$ cat src/rtl/pc_fetch_unit.sv
// Program counter and single-outstanding instruction fetch stage.
// Fetches one word per instruction and holds it for decode until acknowledged.
module pc_fetch_unit #(
   parameter logic [31:0] RESET_PC = 32'h0000_0000
) (
   input  logic        clk,
   input  logic        rst,
   output logic        imem_req_valid,
   output logic [31:0] imem_req_addr,
   input  logic        imem_req_ready,
   input  logic        imem_rsp_valid,
   input  logic [31:0] imem_rsp_data,
   output logic [31:0] instr,
   output logic        instr_valid,
   input  logic        instr_ack,
   output logic [31:0] pc,
   output logic [31:0] pc_plus4,
   input  logic        branch_taken,
   input  logic [31:0] imm_ext,
   input  logic        jump,
   input  logic [25:0] jump_index,
   input  logic        jr,
   input  logic [31:0] jr_addr,
   output logic        misalign
);

   // Handshakes: a request transfers on a cycle with imem_req_valid && imem_req_ready;
   // a response is taken only while waiting for one; decode consumes on instr_valid && instr_ack.
   typedef enum logic [1:0] {IDLE, REQ, WAIT, HOLD} state_t;

   state_t      state;
   state_t      state_next;
   logic [31:0] next_pc;
   logic        accept_ack;
   logic        unused_imm;

   assign accept_ack     = (state == HOLD) && instr_ack;
   assign pc_plus4       = pc + 32'd4;
   assign imem_req_valid = (state == REQ);
   assign imem_req_addr  = pc;
   assign instr_valid    = (state == HOLD);

   // The branch offset is a word offset; its top two bits fall off the shift.
   assign unused_imm = &{1'b0, imm_ext[31:30]};

   always_comb begin
      next_pc = pc_plus4;
      if (jr) begin
         next_pc = {jr_addr[31:2], 2'b00};
      end else if (jump) begin
         next_pc = {pc_plus4[31:28], jump_index, 2'b00};
      end else if (branch_taken) begin
         next_pc = pc_plus4 + {imm_ext[29:0], 2'b00};
      end
   end

   always_comb begin
      state_next = state;
      case (state)
         IDLE: state_next = REQ;
         REQ:  if (imem_req_ready) state_next = WAIT;
         WAIT: if (imem_rsp_valid) state_next = HOLD;
         HOLD: if (instr_ack) state_next = REQ;
         default: state_next = IDLE;
      endcase
   end

   always_ff @(posedge clk or posedge rst) begin
      if (rst) begin
         state    <= IDLE;
         pc       <= RESET_PC;
         instr    <= 32'h0000_0000;
         misalign <= 1'b0;
      end else begin
         state    <= state_next;
         misalign <= accept_ack && jr && (jr_addr[1:0] != 2'b00);
         if ((state == WAIT) && imem_rsp_valid) begin
            instr <= imem_rsp_data;
         end
         if (accept_ack) begin
            pc <= next_pc;
         end
      end
   end

endmodule

$ cat config.mk
export PLATFORM = sky130hd
export DESIGN_NAME = pc_fetch_unit
export DESIGN_NICKNAME = d
export VERILOG_FILES = /design/src/rtl/pc_fetch_unit.sv
export SDC_FILE = /design/constraint.sdc
export NUM_CORES = 1
export LEC_CHECK = 0
export ABC_AREA = 1
export BUFFER_PORTS_ARGS = -buffer_cell sky130_fd_sc_hd__buf_4
export CAP_MARGIN = 10
export CELL_PAD_IN_SITES_DETAIL_PLACEMENT = 0
export CELL_PAD_IN_SITES_GLOBAL_PLACEMENT = 2
export CORE_MARGIN = 3
export CORE_UTILIZATION = 25
export CTS_CLUSTER_SIZE = 20
export DETAILED_ROUTE_END_ITERATION = 6
export PLACE_DENSITY_LB_ADDON = 0.1
export SLEW_MARGIN = 0
export SYNTH_ARGS = -nofsm -noshare
export SYNTH_HDL_FRONTEND = slang
export SYNTH_SLANG_ARGS = --single-unit
$ cat constraint.sdc
create_clock -name clk -period 3.3 [get_ports clk]
set_clock_uncertainty 0.2 [all_clocks]
set_input_delay 0.33 -clock clk [delete_from_list [all_inputs] [get_ports clk]]
set_output_delay 0.33 -clock clk [all_outputs]
set_load 0.02 [all_outputs]
==> metrics.yaml, run 1 <==
outcome: "finished, final reports clean"
fin_tns_setup_ns: 0
cp_data_required_time_ns: 3.32
fin_total_pwr_mw: 11.1
drt-vias-per-instance: 4.35
clock-sinks: 65
synth-edff-count: 0
drc_errors: 0
die_h_um: 171
rr_startpoint: "imem_req_addr[3]$_DFFE_PP0P_"
diodes: 0
ant_nets: 0
hpwl_um: 24900
syn2layout_area_growth_pct: 68.4
crit_path_end: "imem_req_addr[10]$_DFFE_PP0P_"
netlist_area_um2: 6820
wl_um: 29800
reg2reg_to: "imem_req_addr[10]$_DFFE_PP0P_"
period_minus_slack_ns: 3.19
dieArea_um2: 29300
first_global_vias: 7962
synth_ff_type: "dfrtp_1"
hold_viol: 0
power.density_nw_per_um2: 967
critPathMaxFanout: 4
drt_iter0_drc: 332
slowest_stage: "dfrtp_1"
grt_max_degree: 39
io_buffers: 252
crit_type: "register to register"
ys_async_sr_fraction_pct: 100
cp.arrival_ns: 3.21
num_vias: 8015
clkLatencyLatePin_ns: 0.33
clockBufferDepth: 2
maxCapViolCount: 0
numCtsBuffers: 9
pin_count: 261
ys_seq_area_share_pct: 23.8
ys.warnings.count: 0
slew_viol_final: 0
multi_input_area_um2: 5130
drive_gt1_share_pct: 46.7
cellLeakagePower_nw: 6.11
max_slew_margin_pct: 50.1
post-route-util_pct: 43.5
grt_remaining_overflow: 0
peakVddDrop_uv: 567
cts_max_level: 3
core_um2: 26400
slowest_delay_ns: 0.38
finalSetupViolCount: 0
tritoncts: "built"
initial_core_util_pct: 25.8
avgSynthCellArea_um2: 6.19
startpoint_type: "register"
grt_antenna_before_repair: 0
worstSetupStartpoint: "imem_req_addr[3]$_DFFE_PP0P_"
cp_cell_sequence: "ha_2 > nand2_2 > nor2_4 > buf_4 > nand3_1 > xor2_2 > inv_1 > ha_4 > buf_4 > nand2_2 > inv_1 > a21oi_1 > nand2_2 > buf_4 > xor2_1 > o211ai_1 > buf_4 > nand2_1 > nand2_1 > nand2_1"
clkTransAtPathRegs_ns: 0.06
crit_path_end_kind: "register"
rsz0062_at_grt: "true"
rr_worst_depth: 20
hold_class: "input pin to register"
wl_per_cell_um: 16.2
layout_commonest_cell: "buf_4"
period_share_pct: 96.5
seq_area_um2: 1630
fill_cells: 2860
final_cell_mix: "430 x buf_4, 312 x nand2_1, 146 x inv_1"
hold_path_depth: 3
reg2reg_slack_ns: 0.11
num-nets-final: 1672
drt_first_pass_iters: 4
fmax_ghz: 0.314
worst_slew_pin_slew_ns: 0.747
ctsRootBufferMaster: "clkbuf_16"
grt.total_usage_pct: 19.8
ys_types: 43
synth_cells: 1102
crit_path_frequent_cell: "buf_4"
fin_cells: 1841
ys_ff_latch: 65
die_width_um: 171
num_rows: 59
dp_cells: 1807
gp_congestion: 0.809
grt_pass1_wl_um: 44500
metrics by stage:
step	worst slack, ns	hold slack, ns	area, um2
CTS	-0.0316	0.0120	10600
global placement	-0.155	0.289	10100
detailed placement	-0.193	0.294	10100
global route	-0.0852	0.0156	11500
finish	0.114	0.0248	11500
floorplan	0.0118	0.265	6850
cells in the mapped netlist (all sizes together) (2+ instances only):
master  number  area (um2)
buf         43         307
mux2        32         360
nand3b       5        37.5
o211ai       4        30.0
a22oi        2        15.0
o221ai       2        17.5
nand2      404        1530
xnor2        2        17.5
nor3         9        55.1
nand4       15        93.8
o21ai       29         145
a21oi       53         265
clkinv       2        7.51
xor2        24         210
ha          40         500
nand3       66         340
inv        161         604
and2         3        18.8
o21bai       4        30.0
clkbuf      13        62.6
or2          2        12.5
dfrtp       65        1630
o22ai        3        18.8
nor2       112         448
flip-flops by register name, indices dropped and copies added, names as in the netlist:
signal and flops:
instr 32, imem_req_addr 30, state 2, misalign 1
critical path: cells and delay by family, from the launching register on:
family | cells | cell delay, ns
buffers and inverters | 6 | 0.74
flip-flops | 1 | 0.38
XOR/XNOR | 2 | 0.36
AND/OR/NAND/NOR | 8 | 0.62
AO/OA/AOI/OAI | 2 | 0.32
adder cells (fa/ha/maj) | 2 | 0.44
area by class of cell:
type,instances,area share [%]
tap,335,3.65
clock buffer,9,1.96
inverter,163,5.41
sequential,65,14.2
timing repair buffer,441,29.3
multi-input combinational,821,44.6
clock inverter,7,0.882
timing repair:
| item | 4_1_cts | 5_1_grt |
|---|---|---|
| setup buffers | 2 | 16 |
| setup endpoints to repair | 16 | 26 |
| hold endpoints to repair | 32 | 0 |
| hold buffers | 1 | 0 |
| gates resized for setup | 36 | 205 |
| pin swaps | 9 | 71 |
worst min path at each step:
stage                                     start                            end  slack [ns]
after floorplan                     jr_addr[20]  imem_req_addr[20]$_DFFE_PP0P_        0.27
after global placement    instr[15]$_DFFE_PP0P_          instr[15]$_DFFE_PP0P_        0.29
after detailed placement  instr[11]$_DFFE_PP0P_          instr[11]$_DFFE_PP0P_        0.29
after CTS                     imem_rsp_data[25]          instr[25]$_DFFE_PP0P_        0.01
after global routing          imem_rsp_data[27]          instr[27]$_DFFE_PP0P_        0.02
final                                jr_addr[0]             misalign$_DFF_PP0_        0.02
power by group:
group / internal, mW / switching, mW
logic: 3.81 / 4.70
clock network: 0.669 / 0.386
registers: 1.20 / 0.346
cells by family (layout without fill, tap and decap cells):
logic type	after synthesis	after routing	synth area share [%]
AND/OR/NAND/NOR	616	616	37.2
flip-flops	65	65	23.8
other	1	6	0.0550
buffers and inverters	221	620	14.7
XOR/XNOR	26	26	3.34
AO/OA/AOI/OAI	100	100	7.96
adder cells (fa/ha/maj)	41	41	7.63
multiplexers	32	32	5.28
metal layers:
layer	GRT usage, %	share of wire, %	routed length [um]	vias up
met4	3.67	1.3	398	0
met3	3.40	5.8	1720	17
met1	26.9	46	13800	3609
met2	33.4	47	13900	196
li1	-	-	-	4193
met5	0	0	0	-
Note: power is estimated with default switching activity, not from simulation.
==> run 2: changes to the inputs <==
CORE_UTILIZATION = 27   (was 25)
GPL_TIMING_DRIVEN = 0   (was not set)
clock period = 3.9 ns   (was 3.3 ns; I/O delays follow)
==> metrics.yaml, run 2 (same netlist as run 1, synthesis figures left out) <==
initial_core_util_pct: 27.7
hold_viol: 0
wl_um: 29200
cellLeakagePower_nw: 5.31
period_minus_slack_ns: 3.65
hold_class: "input pin to async pin"
layout_commonest_cell: "nand2_1"
critPathMaxFanout: 8
ant_nets: 0
cp_num_cells: 21
drt_iter0_drc: 433
fin_total_pwr_mw: 7.80
largest_reg_flops: 32
reg2reg_to: "imem_req_addr[22]$_DFFE_PP0P_"
grt_max_degree: 66
cp_top_family: "simple AND/OR/NAND/NOR gates"
wl_met2_um: 14200
drc_errors: 0
cp.arrival_ns: 3.66
dpl-instance-area_um2: 9130
die_width_um: 165
crit_type: "register to register"
die_h_um: 165
hold_ws_ns: 0.0345
fill_cells: 2770
startpoint_type: "register"
top_register: "instr"
cp_cell_sequence: "ha_1 > nand2_1 > nor2_4 > nand3_4 > inv_2 > nand2_1 > inv_2 > nand3_1 > and2_1 > ha_4 > nand2_1 > nor2_2 > inv_1 > nor2_1 > nand4_1 > nand4_1 > nand3_1 > nand2_1 > nand2_1 > nand2_1 > nand2_1"
numCtsBuffers: 9
gp_congestion: 0.823
rr_startpoint: "imem_req_addr[2]$_DFFE_PP0P_"
pin_count: 261
maxCapViolCount: 0
cp_data_required_time_ns: 3.92
tritoncts: "built"
num_rows: 57
critPathBufInv: 3
max_slew_margin_pct: 44.9
crit_path_end: "imem_req_addr[22]$_DFFE_PP0P_"
cts_hold_buf: 0
final_cell_mix: "398 x nand2_1, 287 x buf_4, 157 x inv_1"
grt.total_usage_pct: 21.2
drt-vias-per-instance: 4.43
m1WireLength_um: 13200
power.density_nw_per_um2: 818
slowest_stage: "dfrtp_2"
crit_path_end_kind: "register"
fmax_ghz: 0.274
syn2layout_area_growth_pct: 39.9
grt_remaining_overflow: 0
grt_antenna_before_repair: 0
cts_max_level: 3
reg2reg_slack_ns: 0.25
highest_layer: "met4"
dr_wl_met3_um: 1540
io_buffers: 250
finalSetupViolCount: 0
rsz0062_at_grt: "true"
num_vias: 7518
clockBufferDepth: 2
slew_viol_final: 0
diodes: 0
drt_first_pass_iters: 4
crit_path_frequent_cell: "nand2_1"
dieArea_um2: 27200
drive_gt1_share_pct: 27.3
core_um2: 24600
clock-sinks: 65
num-nets-final: 1540
hpwl_um: 25100
slowest_delay_ns: 0.45
worst_slew_pin_slew_ns: 0.827
clkTransAtPathRegs_ns: 0.06
outcome: "finished, final reports clean"
rr_worst_depth: 21
worstSetupStartpoint: "imem_req_addr[2]$_DFFE_PP0P_"
peakVddDrop_uv: 446
finish.instance_area_um2: 9540
setup_ws_ns: 0.254
period_share_pct: 93.5
grt_pass1_wl_um: 43400
first_global_vias: 7517
clkLatencyLatePin_ns: 0.33
post-place-ws_ns: -0.106
wl_per_cell_um: 17.2
ctsRootBufferMaster: "clkbuf_16"
run 2: cell count changes in the layout (fill, tap and decap cells not counted), sizes merged:
cell | previous run | this run
bufinv | 2 | 3
clkinvlp | 4 | 0
dlygate4sd3 | 1 | 0
clkbuf | 9 | 24
dlymetal6s2s | 0 | 1
dlygate4sd1 | 0 | 1
buf | 440 | 294
inv | 162 | 161
clkinv | 2 | 4
run 2: what timing repair did:
item / 4_1_cts / 5_1_grt
setup endpoints to repair: 3 / 17
resized for setup: 3 / 18
pin swaps: 0 / 1
buffers inserted: 0 / 1
run 2: worst min-delay path by stage:
stage,startpoint,end,slack [ns],cells past startpoint
floorplan,state[1]$_DFFE_PP0P_,state[1]$_DFFE_PP0P_,0.30,2
global placement,instr[29]$_DFFE_PP0P_,instr[29]$_DFFE_PP0P_,0.29,1
detailed placement,instr[4]$_DFFE_PP0P_,instr[4]$_DFFE_PP0P_,0.29,1
CTS,rst,instr[4]$_DFFE_PP0P_,0.07,2
global route,jr_addr[6],imem_req_addr[6]$_DFFE_PP0P_,0.07,3
finish,rst,instr[17]$_DFFE_PP0P_,0.03,2
run 2: metal layers:
metal  vias up  GRT usage (%)
li1       3936              -
met1      3364           27.7
met2       200           36.9
met3        18           4.01
met4         0           3.47
met5         -              0
run 2: per-stage QoR:
stage / instances / util (%) / setup TNS [ns]
6_report: 1698 / 38.8 / 0
3_5_place_dp: 1681 / 37.1 / -0.214
2_1_floorplan: 1107 / - / 0
3_3_place_gp: 1681 / 37.1 / -0.286
4_1_cts: 1697 / 38.5 / 0
5_1_grt: 1698 / 38.8 / -0.0255
run 2: final cells by class:
class                      instances  area [um2]  area share (%)
clock buffer                      11         233            2.44
multi-input combinational        821        4280            44.8
sequential                        65        1630            17.1
timing repair buffer             251        1880            19.7
inverter                         163         614            6.44
buffer                            58         390            4.09
tap                              324         405            4.25
clock inverter                     5         104            1.09
run 2: worst register-to-register path, stage by stage (launching register included):
cell and delay, ns:
dfrtp_2 0.45, ha_1 0.21, nand2_1 0.11, nor2_4 0.15, nand3_4 0.13, inv_2 0.10, nand2_1 0.10, inv_2 0.12
nand3_1 0.09, and2_1 0.24, ha_4 0.32, nand2_1 0.11, nor2_2 0.17, inv_1 0.07, nor2_1 0.18, nand4_1 0.20
nand4_1 0.13, nand3_1 0.13, nand2_1 0.18, nand2_1 0.07, nand2_1 0.06, nand2_1 0.04
run 2: report_power, final:
group | switching, mW | internal, mW | total (mW) | leakage, nW
Clock | 0.306 | 0.625 | 0.931 | 0.164
Combinational | 3.25 | 2.14 | 5.39 | 4.37
Sequential | 0.462 | 1.01 | 1.47 | 0.779
Total | 4.02 | 3.78 | 7.80 | 5.31
